## src/rtl/pio_action_arb_if.sv

```systemverilog
// Requester-side command/response bundle for pio_action_arb.
// Packed per-requester fields: requester i occupies slice [i*W +: W].
interface pio_action_arb_if #(
  parameter int NREQ = 3
);
  logic [NREQ-1:0]    req_valid;
  logic [NREQ-1:0]    req_ready;
  logic [2*NREQ-1:0]  req_mindex;
  logic [5*NREQ-1:0]  req_index;
  logic [4*NREQ-1:0]  req_action;
  logic [32*NREQ-1:0] req_din;
  logic [NREQ-1:0]    rsp_valid;
  logic [31:0]        rsp_data;

  modport master (
    output req_valid, req_mindex, req_index, req_action, req_din,
    input  req_ready, rsp_valid, rsp_data
  );

  modport slave (
    input  req_valid, req_mindex, req_index, req_action, req_din,
    output req_ready, rsp_valid, rsp_data
  );
endinterface

```

## src/rtl/pio_action_arb.sv

```systemverilog
// Arbitrates NREQ requesters onto the single PIO action port, pulses do_action and returns read data.
// Round-robin by default; define PIO_ARB_FIXED_PRIO_EN for strict lowest-index priority.
module pio_action_arb #(
  parameter int          NREQ    = 3,
  parameter int          RD_LAT  = 2,
  parameter int          GAP_CYC = 1,
  parameter logic [15:0] RD_MASK = 16'h00F0
) (
  input  logic                 clk,
  input  logic                 reset,
  pio_action_arb_if.slave      req_bus,
  output logic [1:0]           pio_mindex,
  output logic [4:0]           pio_index,
  output logic [3:0]           pio_action,
  output logic [31:0]          pio_din,
  output logic                 pio_do_action,
  input  logic [31:0]          pio_dout,
  output logic                 busy,
  output logic [2:0]           grant_id
);

  localparam logic [1:0] IDLE  = 2'd0;
  localparam logic [1:0] ISSUE = 2'd1;
  localparam logic [1:0] WAIT  = 2'd2;
  localparam logic [1:0] GAP   = 2'd3;

  logic [1:0]      state;
  logic [7:0]      lat_cnt;
  logic [3:0]      gap_cnt;
  logic [NREQ-1:0] rsp_valid_q;
  logic [31:0]     rsp_data_q;

  logic [7:0]      valid8;
  logic [2:0]      start;
  logic [2:0]      win;
  logic [3:0]      idx;
  logic            found;
  logic            grant;
  logic [1:0]      sel_mindex;
  logic [4:0]      sel_index;
  logic [3:0]      sel_action;
  logic [31:0]     sel_din;

`ifdef PIO_ARB_FIXED_PRIO_EN
  assign start = 3'd0;
`else
  logic [2:0] ptr;
  // A pointer outside the requester range restarts the search at 0.
  assign start = ({1'b0, ptr} >= 4'(NREQ)) ? 3'd0 : ptr;
`endif

  assign valid8 = 8'(req_bus.req_valid);

  always_comb begin
    found = 1'b0;
    win   = 3'd0;
    idx   = 4'd0;
    for (int i = 0; i < NREQ; i++) begin
      idx = {1'b0, start} + 4'(i);
      if (idx >= 4'(NREQ)) idx = idx - 4'(NREQ);
      if (!found && valid8[idx[2:0]]) begin
        found = 1'b1;
        win   = idx[2:0];
      end
    end
  end

  assign grant = (state == IDLE) && found;

  always_comb begin
    req_bus.req_ready = '0;
    sel_mindex = 2'd0;
    sel_index  = 5'd0;
    sel_action = 4'd0;
    sel_din    = 32'd0;
    for (int i = 0; i < NREQ; i++) begin
      if (win == 3'(i)) begin
        req_bus.req_ready[i] = grant;
        sel_mindex = req_bus.req_mindex[i*2 +: 2];
        sel_index  = req_bus.req_index[i*5 +: 5];
        sel_action = req_bus.req_action[i*4 +: 4];
        sel_din    = req_bus.req_din[i*32 +: 32];
      end
    end
  end

  always_ff @(posedge clk) begin
    if (reset) begin
      state         <= IDLE;
      pio_mindex    <= '0;
      pio_index     <= '0;
      pio_action    <= '0;
      pio_din       <= '0;
      pio_do_action <= 1'b0;
      grant_id      <= '0;
      lat_cnt       <= '0;
      gap_cnt       <= '0;
      rsp_valid_q   <= '0;
      rsp_data_q    <= '0;
`ifndef PIO_ARB_FIXED_PRIO_EN
      ptr           <= '0;
`endif
    end else begin
      pio_do_action <= 1'b0;
      rsp_valid_q   <= '0;
      case (state)
        IDLE: begin
          if (grant) begin
            pio_mindex    <= sel_mindex;
            pio_index     <= sel_index;
            pio_action    <= sel_action;
            pio_din       <= sel_din;
            grant_id      <= win;
            pio_do_action <= 1'b1;
            state         <= ISSUE;
`ifndef PIO_ARB_FIXED_PRIO_EN
            ptr           <= (win == 3'(NREQ-1)) ? 3'd0 : win + 3'd1;
`endif
          end
        end
        ISSUE: begin
          if (RD_MASK[pio_action]) begin
            lat_cnt <= 8'(RD_LAT-1);
            state   <= WAIT;
          end else if (GAP_CYC == 0) begin
            state   <= IDLE;
          end else begin
            gap_cnt <= 4'(GAP_CYC-1);
            state   <= GAP;
          end
        end
        WAIT: begin
          if (lat_cnt == 8'd0) begin
            rsp_data_q  <= pio_dout;
            rsp_valid_q <= NREQ'(1) << grant_id;
            if (GAP_CYC == 0) begin
              state   <= IDLE;
            end else begin
              gap_cnt <= 4'(GAP_CYC-1);
              state   <= GAP;
            end
          end else begin
            lat_cnt <= lat_cnt - 8'd1;
          end
        end
        default: begin
          if (gap_cnt == 4'd0) state <= IDLE;
          else                 gap_cnt <= gap_cnt - 4'd1;
        end
      endcase
    end
  end

  assign req_bus.rsp_valid = rsp_valid_q;
  assign req_bus.rsp_data  = rsp_data_q;
  assign busy              = (state != IDLE);

endmodule

```

## src/flat_wrapper.sv

```systemverilog
// flat-port wrapper written by rule: the top's interface ports become plain ports
module pio_action_arb_flat 
#(
  parameter int          NREQ    = 3,
  parameter int          RD_LAT  = 2,
  parameter int          GAP_CYC = 1,
  parameter logic [15:0] RD_MASK = 16'h00F0
)
  (clk, reset, pio_mindex, pio_index, pio_action, pio_din, pio_do_action, pio_dout, busy, grant_id, req_bus_req_valid, req_bus_req_mindex, req_bus_req_index, req_bus_req_action, req_bus_req_din, req_bus_req_ready, req_bus_rsp_valid, req_bus_rsp_data);
  pio_action_arb_if #(.NREQ(NREQ)) req_bus_i ();
  input  logic clk;
  input  logic reset;
  output logic [1:0] pio_mindex;
  output logic [4:0] pio_index;
  output logic [3:0] pio_action;
  output logic [31:0] pio_din;
  output logic pio_do_action;
  input  logic [31:0] pio_dout;
  output logic busy;
  output logic [2:0] grant_id;
  input wire logic [$bits(req_bus_i.req_valid)-1:0] req_bus_req_valid;
  input wire logic [$bits(req_bus_i.req_mindex)-1:0] req_bus_req_mindex;
  input wire logic [$bits(req_bus_i.req_index)-1:0] req_bus_req_index;
  input wire logic [$bits(req_bus_i.req_action)-1:0] req_bus_req_action;
  input wire logic [$bits(req_bus_i.req_din)-1:0] req_bus_req_din;
  output wire logic [$bits(req_bus_i.req_ready)-1:0] req_bus_req_ready;
  output wire logic [$bits(req_bus_i.rsp_valid)-1:0] req_bus_rsp_valid;
  output wire logic [$bits(req_bus_i.rsp_data)-1:0] req_bus_rsp_data;
  assign req_bus_i.req_valid = req_bus_req_valid;
  assign req_bus_i.req_mindex = req_bus_req_mindex;
  assign req_bus_i.req_index = req_bus_req_index;
  assign req_bus_i.req_action = req_bus_req_action;
  assign req_bus_i.req_din = req_bus_req_din;
  assign req_bus_req_ready = req_bus_i.req_ready;
  assign req_bus_rsp_valid = req_bus_i.rsp_valid;
  assign req_bus_rsp_data = req_bus_i.rsp_data;
  pio_action_arb #(.NREQ(NREQ), .RD_LAT(RD_LAT), .GAP_CYC(GAP_CYC), .RD_MASK(RD_MASK)) u_core (.clk(clk), .reset(reset), .req_bus(req_bus_i), .pio_mindex(pio_mindex), .pio_index(pio_index), .pio_action(pio_action), .pio_din(pio_din), .pio_do_action(pio_do_action), .pio_dout(pio_dout), .busy(busy), .grant_id(grant_id));
endmodule
```

## config.mk

```make
export PLATFORM = sky130hd
export DESIGN_NAME = pio_action_arb_flat
export DESIGN_NICKNAME = d
export VERILOG_FILES = /design/src/rtl/pio_action_arb_if.sv /design/src/rtl/pio_action_arb.sv /design/src/flat_wrapper.sv
export SDC_FILE = /design/constraint.sdc
export NUM_CORES = 1
export LEC_CHECK = 0
export CAP_MARGIN = 20
export CORE_MARGIN = 4
export CORE_UTILIZATION = 35
export CTS_BUF_LIST = sky130_fd_sc_hd__clkbuf_8 sky130_fd_sc_hd__clkbuf_16
export DETAILED_ROUTE_END_ITERATION = 6
export GPL_ROUTABILITY_DRIVEN = 0
export PLACE_DENSITY = 0.75
export SLEW_MARGIN = 15
export SYNTH_ARGS = -nofsm -noshare
export SYNTH_HDL_FRONTEND = slang
export SYNTH_SLANG_ARGS = --single-unit
```

## constraint.sdc

```tcl
create_clock -name clk -period 3.6 [get_ports clk]
set_input_delay 0.72 -clock clk [delete_from_list [all_inputs] [get_ports clk]]
set_output_delay 0.72 -clock clk [all_outputs]
set_load 0.01 [all_outputs]
```

==> results.cfg <==
[outcome]
run_status = complete, no violations

[synthesis]
yosysWarnings = 0
synth_area_leaders = dfxtp_1 (40%), a21oi_1 (13%), nand2_1 (12%), a221o_1 (8.2%), inv_1 (3.9%)
synth-edff-count = 0
netlist_area_sq_mm = 0.00498
yosysSeqAreaShare_pct = 40.2
ys_async_sr_fraction_pct = 0
synth-compound-area-share_pct = 25.8
synth_xor_area_share_pct = 1.06
ys_seq_elements = 100
synth_area_leader_cell = dfxtp_1
ys.flop_type = dfxtp_1
synthAdderAreaFrac_pct = 3.52
synth_top_area_share_pct = 40.2
synth_cell_type_count = 51
synth.avg_cell_area_sq_um = 7.67
postSynthCellCount = 649
synthMuxAreaShare_pct = 1.71
synth_top_family_by_area = compound AO/OA/AOI/OAI gates
synth-simple-area-share_pct = 19.6

[place]
dp.cells = 1067
portBuffers = 251
hpwlAfterDp_microns = 11400

[sta]
slew_headroom_pct = 43.9
skew_ns = 0.00757
fin_crit_ns = 3.57
hold_violations = 0
min_period_over_period_pct = 99.1
final-setup-viol-count = 0
maxSlewViolCount = 0
grt_setup_unrepaired = yes
fmax_mhz = 280
worst_pin_slew_ns = 0.841

[cells_and_area]
regArea_sq_mm = 0.00201
drive_above_1_share_pct = 8.40
final_common_cell = clkdlybuf4s50_1
stdcell_count = 1085
multi_input_area_sq_mm = 0.00271
antenna_cells = 0
syn2layout_area_growth_pct = 64.1
mostFrequentLayoutCells = clkdlybuf4s50_1 (247), nand2_1 (154), a21oi_1 (129), dfxtp_1 (97), inv_1 (52)
fill_cells = 1280
layout.nets = 1080
fin_util_pct = 58.6

[critical_path]
cp.depth = 10
worstSetupPathType = reg2out
crit_start = u_core.ptr[0]
start_kind = flip-flop
r2r_setup_slack_ns = 0.16
path_delay_family = simple AND/OR/NAND/NOR gates
worstPathRequired_ns = 2.88
crit_fanout = 3
critPathSlowestCell = or4b_4
r2r_end = u_core.pio_action[3]
rr_worst_depth = 13
endpoint = req_bus_req_ready[0]
rr_startpoint = u_core.ptr[0]
cp-end-kind = output port
crit_path_cell_trace = nor3b_4, inv_2, ha_4, or4b_4, a21bo_1, a211oi_4, nor4_2, o31a_2, nor3_4, buf_2
slowest_delay_ns = 0.49
cp_num_buf_inv = 2
worstPathArrival_ns = 2.85

[pwr]
power_density_mw_per_mm2 = 828
ir_worst_vdd_uv = 716
p_leak_nw = 3.20

[floorplan]
die-width_microns = 127
initial_core_util_pct = 35.7
core-area_sq_mm = 0.0139
io_pins = 252
die-area_sq_mm = 0.0162
rows = 43
die_h_microns = 127

[global_route]
grt_max_degree = 85
use_met2_pct = 31.3
grtUsageTotal_pct = 18.5
grt_pass1_wl_microns = 24600
use_met1_pct = 21.2
grt_pass1_vias = 5061
gr-total-overflow = 0
antenna_found_initial = 0
top_usage_layer = met2
grtUsageMet3_pct = 8.44

[routing]
drc_errors = 0
firstDrtPassIters = 4
drt_iter0_markers = 255
ant_nets = 0
num_vias = 5393
vias_per_cell = 4.97
routedWlPerCell_microns = 14.5
postRouteWirelength_microns = 15700

[cts]
cts.sinks = 100
cts_hold_buffers = 0
cts_buffers = 9
cts.htree.levels = 3
clk_pin_slew_ns = 0.06
clockRootBuffer = clkbuf_16
cts_buffer_depth = 2
clock_latency_ns = 0.35
cts_tree = yes

[flow_run]
maxCapViolations = 0

[min_path]
hold_path.class = reg2reg
==> worst reg2reg max path: cells and delay by family, from the launching register on <==
family,cells,cell delay [ns]
buffers and inverters,3,0.89
AOI/OAI and AO/OA,3,0.46
DFF,1,0.34
and+or+nand+nor,4,0.67
muxes,2,0.62
adders and majority gates,1,0.33
==> logic make-up after synthesis <==
group / after synthesis
AO/OA/AOI/OAI: 198
other: 2
flip-flops: 100
buffers and inverters: 97
XOR/XNOR: 6
adder cells (fa/ha/maj): 14
multiplexers: 8
AND/OR/NAND/NOR: 224
==> cell type report <==
type	instances	share of cell area (%)
clock buffer	9	2.76
clock inverter	7	0.812
timing repair buffer	282	33.5
inverter	52	2.39
sequential	100	24.5
multi-input combinational	455	33.2
tap	180	2.76
==> sequential cells by signal (all words and copies together) (netlist names), named ones only <==
| signal | cells |
|---|---|
| u_core.pio_do_action | 1 |
| u_core.lat_cnt | 8 |
| u_core.pio_din | 32 |
| u_core.pio_mindex | 2 |
| u_core.ptr | 3 |
| u_core.gap_cnt | 4 |
| u_core.req_bus.rsp_data | 32 |
| u_core.state | 2 |
| u_core.req_bus.rsp_valid | 3 |
| u_core.pio_action | 4 |
| u_core.pio_index | 5 |
| u_core.grant_id | 3 |
==> synthesized netlist by cell type, drive strengths merged (5+ instances only) <==
master,number
nand2b,6
nor3,10
nor2,23
nand2,155
nor3b,5
inv,52
o21ai,9
clkbuf,29
or3,5
a221o,41
dfxtp,100
mux2i,7
a21oi,130
buf,16
ha,14
==> repair_timing <==
action	CTS	global route
gates resized for setup	21	16
buffers inserted	2	0
gates cloned	0	0
setup endpoints to repair	6	46
pin swaps	10	7
==> where the power goes <==
part,leakage [nW],switching [mW],internal (mW)
combinational,2.23,2.23,1.92
sequential,0.818,0.193,1.46
clock,0.151,0.423,0.537
==> layer usage <==
layer  routed length, microns  vias up
li1                         -     2711
met2                     7370      201
met1                     6450     2460
met4                      294        0
met5                        0        -
met3                     1590       21
==> how the worst min path moves through the flow <==
| stage | startpoint | end | cells past startpoint |
|---|---|---|---|
| after detailed placement | u_core.pio_din[8] | u_core.pio_din[8] | 2 |
| after global placement | u_core.req_bus.rsp_data[26] | u_core.req_bus.rsp_data[26] | 2 |
| after global routing | u_core.pio_din[8] | u_core.pio_din[8] | 2 |
| final | u_core.pio_din[8] | u_core.pio_din[8] | 2 |
| after CTS | u_core.pio_din[8] | u_core.pio_din[8] | 2 |
| after floorplan | u_core.gap_cnt[1] | u_core.gap_cnt[1] | 2 |
==> stage by stage <==
step	instance area [sq um]	power, mW	hold WS (ns)	TNS (ns)	setup slack [ns]
after global placement	7770	5.69	0.441	-0.0938	-0.0938
after detailed placement	7770	5.73	0.445	-0.264	-0.139
after floorplan	5000	4.29	0.445	0	0.00650
after global routing	8170	7.32	0.471	-1.16	-0.106
final	8170	6.76	0.453	0	0.0337
after CTS	8100	6.77	0.454	-0.0197	-0.0197
(Power assumes the default switching activity.)
